$ cat config.mk
export PLATFORM = sky130hd
export DESIGN_NAME = alu_muldiv_seq
export DESIGN_NICKNAME = d
export VERILOG_FILES = /design/src/rtl/alu_muldiv_seq.sv
export SDC_FILE = /design/constraint.sdc
export NUM_CORES = 1
export LEC_CHECK = 0
export ABC_AREA = 1
export CAP_MARGIN = 20
export CORE_ASPECT_RATIO = 0.9
export CORE_MARGIN = 3
export CORE_UTILIZATION = 50
export CTS_BUF_LIST = sky130_fd_sc_hd__clkbuf_4
export CTS_CLUSTER_SIZE = 14
export DETAILED_ROUTE_END_ITERATION = 7
export PLACE_DENSITY = 0.85
export RECOVER_POWER = 25
export SYNTH_ARGS = -nofsm -noshare
export SYNTH_HDL_FRONTEND = slang
export SYNTH_SLANG_ARGS = --single-unit
$ cat constraint.sdc
create_clock -name i_clk -period 6.7 [get_ports i_clk]
set_input_delay 1.675 -clock i_clk [delete_from_list [all_inputs] [get_ports i_clk]]
set_output_delay 1.675 -clock i_clk [all_outputs]
set_load 0.01 [all_outputs]
$ cat src/rtl/alu_muldiv_seq.sv
// Multi-cycle unsigned multiply (shift-add) and divide (restoring) sequencer that borrows
// the shared combinational ALU instead of owning a multiplier or divider.
module alu_muldiv_seq #(
    parameter logic [2:0]  OP_ADD   = 3'b010,
    parameter logic [2:0]  OP_SUB   = 3'b110,
    parameter logic [2:0]  OP_SLTU  = 3'b111,
    parameter logic [31:0] DIV0_QUO = 32'hFFFF_FFFF
) (
    input  logic        i_clk,
    input  logic        i_rst_n,
    input  logic        i_start,
    input  logic        i_op_div,
    input  logic [31:0] i_src_a,
    input  logic [31:0] i_src_b,
    output logic        o_busy,
    output logic        o_done,
    output logic [31:0] o_result_lo,
    output logic [31:0] o_result_hi,
    output logic [31:0] o_alu_a,
    output logic [31:0] o_alu_b,
    output logic [2:0]  o_alu_op,
    input  logic [31:0] i_alu_res
);

    localparam logic [1:0] ST_IDLE = 2'd0;
    localparam logic [1:0] ST_MUL  = 2'd1;
    localparam logic [1:0] ST_DIV  = 2'd2;
    localparam logic [1:0] ST_DONE = 2'd3;

    localparam logic PH_CMP = 1'b0;
    localparam logic PH_SUB = 1'b1;

    logic [1:0]  r_state;
    logic [5:0]  r_cnt;
    logic        r_phase;
    logic        r_lt;
    logic [31:0] r_acc;
    logic [31:0] r_mcand;
    logic [31:0] r_mplier;
    logic [31:0] r_rem;
    logic [31:0] r_quo;
    logic [31:0] r_dvsr;
    logic [31:0] r_res_lo;
    logic [31:0] r_res_hi;

    logic [31:0] w_trial;
    logic [31:0] w_acc_nxt;
    logic [31:0] w_rem_nxt;
    logic [31:0] w_quo_nxt;
    logic        w_last;

    // rem never reaches 2^31 before a shift, so dropping rem[31] loses nothing.
    assign w_trial   = {r_rem[30:0], r_quo[31]};
    assign w_acc_nxt = r_mplier[0] ? i_alu_res : r_acc;
    assign w_rem_nxt = r_lt ? r_rem : i_alu_res;
    assign w_quo_nxt = {r_quo[31:1], r_quo[0] | ~r_lt};
    assign w_last    = (r_cnt == 6'd31);

    assign o_busy      = (r_state == ST_MUL) || (r_state == ST_DIV);
    assign o_done      = (r_state == ST_DONE);
    assign o_result_lo = r_res_lo;
    assign o_result_hi = r_res_hi;

    always_comb begin
        o_alu_a  = 32'd0;
        o_alu_b  = 32'd0;
        o_alu_op = OP_ADD;
        case (r_state)
            ST_MUL: begin
                o_alu_a  = r_acc;
                o_alu_b  = r_mcand;
            end
            ST_DIV: begin
                o_alu_b = r_dvsr;
                if (r_phase == PH_CMP) begin
                    o_alu_op = OP_SLTU;
                    o_alu_a  = w_trial;
                end else begin
                    o_alu_op = OP_SUB;
                    o_alu_a  = r_rem;
                end
            end
            default: ;
        endcase
    end

    always_ff @(posedge i_clk or negedge i_rst_n) begin
        if (!i_rst_n) begin
            r_state  <= ST_IDLE;
            r_cnt    <= 6'd0;
            r_phase  <= PH_CMP;
            r_lt     <= 1'b0;
            r_acc    <= 32'd0;
            r_mcand  <= 32'd0;
            r_mplier <= 32'd0;
            r_rem    <= 32'd0;
            r_quo    <= 32'd0;
            r_dvsr   <= 32'd0;
            r_res_lo <= 32'd0;
            r_res_hi <= 32'd0;
        end else begin
            case (r_state)
                ST_IDLE: begin
                    if (i_start) begin
                        r_cnt <= 6'd0;
                        if (!i_op_div) begin
                            r_acc    <= 32'd0;
                            r_mcand  <= i_src_a;
                            r_mplier <= i_src_b;
                            r_state  <= ST_MUL;
                        end else if (i_src_b != 32'd0) begin
                            r_rem   <= 32'd0;
                            r_quo   <= i_src_a;
                            r_dvsr  <= i_src_b;
                            r_phase <= PH_CMP;
                            r_state <= ST_DIV;
                        end else begin
                            r_res_lo <= DIV0_QUO;
                            r_res_hi <= i_src_a;
                            r_state  <= ST_DONE;
                        end
                    end
                end
                ST_MUL: begin
                    r_acc    <= w_acc_nxt;
                    r_mcand  <= r_mcand << 1;
                    r_mplier <= r_mplier >> 1;
                    r_cnt    <= r_cnt + 6'd1;
                    if (w_last) begin
                        r_res_lo <= w_acc_nxt;
                        r_res_hi <= 32'd0;
                        r_state  <= ST_DONE;
                    end
                end
                ST_DIV: begin
                    if (r_phase == PH_CMP) begin
                        r_rem   <= w_trial;
                        r_quo   <= r_quo << 1;
                        r_lt    <= i_alu_res[0];
                        r_phase <= PH_SUB;
                    end else begin
                        r_rem   <= w_rem_nxt;
                        r_quo   <= w_quo_nxt;
                        r_phase <= PH_CMP;
                        r_cnt   <= r_cnt + 6'd1;
                        if (w_last) begin
                            r_res_lo <= w_quo_nxt;
                            r_res_hi <= w_rem_nxt;
                            r_state  <= ST_DONE;
                        end
                    end
                end
                ST_DONE: begin
                    r_state <= ST_IDLE;
                end
                default: begin
                    r_state <= ST_IDLE;
                end
            endcase
        end
    end

endmodule

# [After elaboration in Yosys (flattened, before gate mapping)]
# Cells that the tools add are included.
[classes] add_sub_neg=1 eq_ne=13 n_mux=54 bitwise=3 n_reduce_logical=14
[ops] op="32-bit two-way mux" n=29
[ops] op="32-bit case mux with 2 select lines" n=7
[ops] op="32-bit case mux with 3 select lines" n=2
[ops] op="32-bit nonzero test" n=1
[ops] op="2-bit != test (second input constant)" n=9
[ops] op="6-bit case mux with 3 select lines" n=1
[ops] op="6-bit two-way mux" n=2
[ops] op="2-bit two-way mux" n=4
[ops] op="2-bit case mux with 4 select lines" n=1
[ops] op="4-bit AND reduction" n=2
[ops] op="7-bit AND reduction" n=1
[ops] op="6-bit by 1-bit adder with 6-bit output (second input constant)" n=1
[ops] op="6-bit by 5-bit equality test with 1-bit output (second input constant)" n=1
[ops] op="1-bit two-way mux" n=6
[ops] op="3-bit AND reduction" n=2
[ops] op="5-bit AND reduction" n=1
[ops] op="2-bit equality test (second input constant)" n=2
[ops] op="2-bit AND reduction" n=2
[ops] op="2-bit nonzero test" n=2
[ops] op="3-bit two-way mux" n=1
[ops] op="3-bit nonzero test" n=1
[ops] op="2-bit by 1-bit equality test with 1-bit output (second input constant)" n=1
[ops] op="2-bit zero test" n=1
[ops] op="1-bit NOT" n=2
[ops] op="other kinds (3)" n=3
[word_totals] register_bits=266 input_bits=100 output_inout_bits=133 wordCells=98

# [Logic depth before layout (Yosys ltp)]
[logic_depth] word_depth=5 depth_mapped=12 depth_no_buf=10

# [Least setup slack after synthesis]
# OpenSTA, ideal clock, no wires.
[synth_timing] path_type="register -> output" start="register r_state[0]" end="output o_alu_a[15]" arrival_ns=1.752 t_required_ns=5.025 path_slack_ns=3.273 stages_incl_launch_ff=8 path_buffers=3 path_cell_list="dfrtp_1 -> inv_1 -> ha_1 -> clkbuf_1 -> clkbuf_1 -> buf_1 -> o21ai_0 -> inv_1"
[synth_between] elab_chain_cells=2 word_cells_on_any_way=3 cone_classes="eq/ne (2); mux (1)"
[synth_rtl] item="from (decl)" line_no="33" rtl="logic [1:0] r_state;"
[synth_rtl] item="from (signal assigned)" line_no="89" rtl="r_state <= ST_IDLE;"
[synth_rtl] item="from (signal assigned)" line_no="110" rtl="r_state <= ST_MUL;"
[synth_rtl] item="from (signal assigned)" line_no="116" rtl="r_state <= ST_DIV;"
[synth_rtl] item="2-bit equality test / 2-bit by 1-bit equality test with 1-bit output (equally long branches)" line_no="68" rtl="case (r_state)"
[synth_rtl] item="32-bit case mux with 2 select lines (*)" line_no="68"
[synth_rtl] item="to (decl)" line_no="19" rtl="output logic [31:0] o_alu_a,"
# Every way passes the cells marked *; elsewhere a longest branch is shown, timed or not.

# [Final worst setup path]
[layout_timing] start="register r_state[0]" end="output o_alu_a[21]"
# Same word-level chain as after synthesis.

==> reports/summary.log <==
[status] status finished, violations left
[status] violations in the final reports max-capacitance violations, max-slew violations
[sta] worst-case clock skew 0.04444 ns
[routing] average routed wire per standard cell 18.80 um
[logic_synthesis] fraction of registers with async set/reset 1.000
[logic_synthesis] EDFF count, synth 0
[clocking] number of sinks handled by clock tree synthesis 266
[critical_path] Worst Setup Start Kind flop
[global_routing] Total Routing Usage GR 0.3075
[logic_synthesis] top cell type's share of synthesized area 0.4718
[finish] final-layout fill cell count 2374
[floorplan] die outline width 183.1 um
[sta] tightest slew margin relative to the limit -1.166
[place] Buffers on Ports 231
[place] gpl congestion 0.9290
[routing] vias 14920
[clocking] clock transition at the register clock pins on the worst setup and hold paths after CTS 0.07 ns
[clocking] CTS buffer count 72
[critical_path] setup slack of the most critical reg-to-reg path 2.83 ns
[hold_path] worst min-delay path class flop to flop
[critical_path] biggest fanout along the worst timing path 36
[logic_synthesis] cell area after technology mapping 14110 um2
[power] power density relative to cell area 532.2 nW/um2
[sta] maximum clock frequency 0.1840 GHz
[finish] share of the core filled with cells 0.6362
[global_routing] overflow left after global routing 0
[global_routing] first-pass GRT wire length 74830 um
[power] static leakage 8.127 nW
[global_routing] largest net degree at the start of global routing 138
[clocking] number of buffers on the longest clock path 3
[logic_synthesis] leading register cell type out of synthesis sky130_fd_sc_hd__dfrtp_1
[power] VDD IR-drop max 0.0003559 V
[place] half-perimeter wire length after detailed placement 30520 um
[clocking] clock latency of the later-clocked register in the worst-skew pair 0.69 ns
[floorplan] Placement Rows 57
[logic_synthesis] cell taking the most area after synthesis sky130_fd_sc_hd__dfrtp_1
[sta] Hold Fails Final Rpt 0
[logic_synthesis] most instantiated cells after synthesis 649 x sky130_fd_sc_hd__nand2_1, 266 x sky130_fd_sc_hd__dfrtp_1, 170 x sky130_fd_sc_hd__nor2_1
[logic_synthesis] Post-Syn Instances 1935
[sta] Final setup viols 0
[routing] met3 layer wire length in the routed design 5352 um
[sta] slew at the pin closest to its max-slew limit 3.249 ns
[sta] setup repair after global routing missed its margin false
[sta] final max-slew violation count 130
[routing] post-detailed-route count of antenna-violating nets 0
[logic_synthesis] most frequently used cell type in the post-synthesis netlist sky130_fd_sc_hd__nand2_1
[logic_synthesis] portion of the post-synthesis area used by sequential elements 0.4718
[clocking] Resize count post-CTS 0
[logic_synthesis] yosys warns 0
[routing] initial DRC count 1983
[routing] sum of met2 wire segment lengths after detailed routing 20840 um
[critical_path] kind of critical path flop to primary output
[floorplan] Starting Density 0.5151
[logic_synthesis] synthesized area per cell 7.291 um2
[critical_path] critical path data arrival time 3.76 ns
[clocking] buffers inserted by post-CTS timing repair 0
[clocking] level count of the clock H-tree 3
[floorplan] vertical extent of the die 165.4 um
[flow_run] maxcap violations 1
[finish] net count reported at finish 2221
[sta] post-route clock period utilization 0.8113
[critical_path] Worst setup EP type primary output
[routing] met1 wire length 19040 um
[clocking] clock tree from TritonCTS built
[routing] highest metal layer used by the detailed router met5
[routing] drt via density 5.940
[logic_synthesis] net count of the mapped netlist 2041
[clocking] CTS Hold Bufs 0
[clocking] root buffer cell sky130_fd_sc_hd__clkbuf_4
[floorplan] area of the placeable core 27390 um2
[sta] Min Clock Period, post-route 5.436 ns
[global_routing] vias in the first global route 13940
[floorplan] Die Area 30270 um2
[critical_path] worst endpoint required time 5.03 ns
[routing] count of unresolved DRC violations after routing 0
[sta] setup tns final 0 ns
[finish] share of post-route cells with drive strength above 1 0.07143
[routing] final wirelength 47230 um
[logic_synthesis] flops & latches, synth 266
[finish] relative area change from synthesis to final layout 23.51%
[global_routing] initial antenna violation count 3
[logic_synthesis] count of different cell masters after synthesis 32
[floorplan] number of placed I/O pins 233
[routing] number of iterations in the first detailed-routing pass 6
[logic_synthesis] top cells by area in the synthesized netlist sky130_fd_sc_hd__dfrtp_1 47%, sky130_fd_sc_hd__nand2_1 17%, sky130_fd_sc_hd__o21ai_0 4.6%, sky130_fd_sc_hd__nor2_1 4.5%, sky130_fd_sc_hd__a21oi_1 3.9%
-- worst max-delay path, cell delays in order, from the launching register on --
cell and delay, ns:
sky130_fd_sc_hd__dfrtp_1 0.43, sky130_fd_sc_hd__inv_1 0.19, sky130_fd_sc_hd__ha_4 0.46, sky130_fd_sc_hd__nand2_2 0.11, sky130_fd_sc_hd__inv_1 0.77, sky130_fd_sc_hd__nand2_1 0.11
sky130_fd_sc_hd__a31oi_1 0.40, sky130_fd_sc_hd__clkdlybuf4s50_1 0.62
-- sequential cells by signal (all words and copies together), names as in the netlist --
name	flops
o_result_hi	32
o_result_lo	32
r_acc	32
r_cnt	6
r_dvsr	32
r_lt	1
r_mcand	32
r_mplier	32
r_phase	1
r_quo	32
r_rem	32
r_state	2
-- power breakdown --
group	internal [mW]	switching, mW	total (mW)
Clock	0.846	0.679	1.53
Combinational	1.74	3.20	4.94
Sequential	2.33	0.477	2.81
-- routing by layer --
layer / GRT usage / vias to the layer above
li1: - / 6759
met1: 0.4294 / 7000
met2: 0.4561 / 986
met3: 0.07665 / 172
met4: 0.1378 / 4
met5: 0 / -
-- cell type report --
type | count | area, um2 | share of cell area
Sequential cell | 266 | 6659 | 0.3822
Multi-Input combinational cell | 1380 | 6315 | 0.3624
Timing Repair Buffer | 256 | 2560 | 0.1469
Clock buffer | 102 | 765.7 | 0.04395
Inverter | 139 | 521.8 | 0.02994
Tap cell | 354 | 442.9 | 0.02542
Clock inverter | 13 | 155.1 | 0.008904
Antenna cell | 2 | 5.005 | 0.0002872
-- placed cells by master (no fill, tap or decap), types with 20 or more instances in the layout --
cell,n
sky130_fd_sc_hd__nand2_1,645
sky130_fd_sc_hd__a31oi_1,72
sky130_fd_sc_hd__nand3_1,72
sky130_fd_sc_hd__buf_4,20
sky130_fd_sc_hd__clkbuf_4,102
sky130_fd_sc_hd__a21oi_1,109
sky130_fd_sc_hd__dfrtp_1,264
sky130_fd_sc_hd__clkdlybuf4s50_1,229
sky130_fd_sc_hd__nor2_1,171
sky130_fd_sc_hd__o21ai_1,34
sky130_fd_sc_hd__nand4_1,63
sky130_fd_sc_hd__o21ai_0,130
sky130_fd_sc_hd__inv_1,132
sky130_fd_sc_hd__o22ai_1,34
-- kinds of logic after synthesis --
family	share of synthesized area
and+or+nand+nor	0.2748
AOI/OAI and AO/OA	0.1647
buffers and inverters	0.08310
DFF	0.4718
adders and majority gates	0.005321
other	0.0002658
-- per-stage QoR --
stage	cells	setup slack [ns]	total power [mW]	area [um2]	hold slack, ns
after global placement	2391	1.845	7.433	16430	0.4536
after detailed placement	2393	2.101	7.631	16470	0.4590
after CTS	2508	1.345	9.183	17390	0.4745
after global routing	2512	1.075	9.947	17420	0.4894
final	2512	1.264	9.274	17420	0.4723
after floorplan	1935	3.273	5.869	14110	0.4419
-- final timing paths --
kind	depth (start not counted)	from	end
max	7	r_state[0]$_DFFE_PN0P_	o_alu_a[21]
min in group asynchronous	1	i_rst_n	r_mplier[27]$_DFFE_PN0P_
max reg2reg	10	r_state[0]$_DFFE_PN0P_	r_rem[5]$_DFFE_PN0P_
min reg2reg	2	r_dvsr[26]$_DFFE_PN0P_	r_dvsr[26]$_DFFE_PN0P_
max in group asynchronous	1	i_rst_n	r_mplier[0]$_DFFE_PN0P_
min	2	r_dvsr[26]$_DFFE_PN0P_	r_dvsr[26]$_DFFE_PN0P_
(Power assumes the default switching activity.)
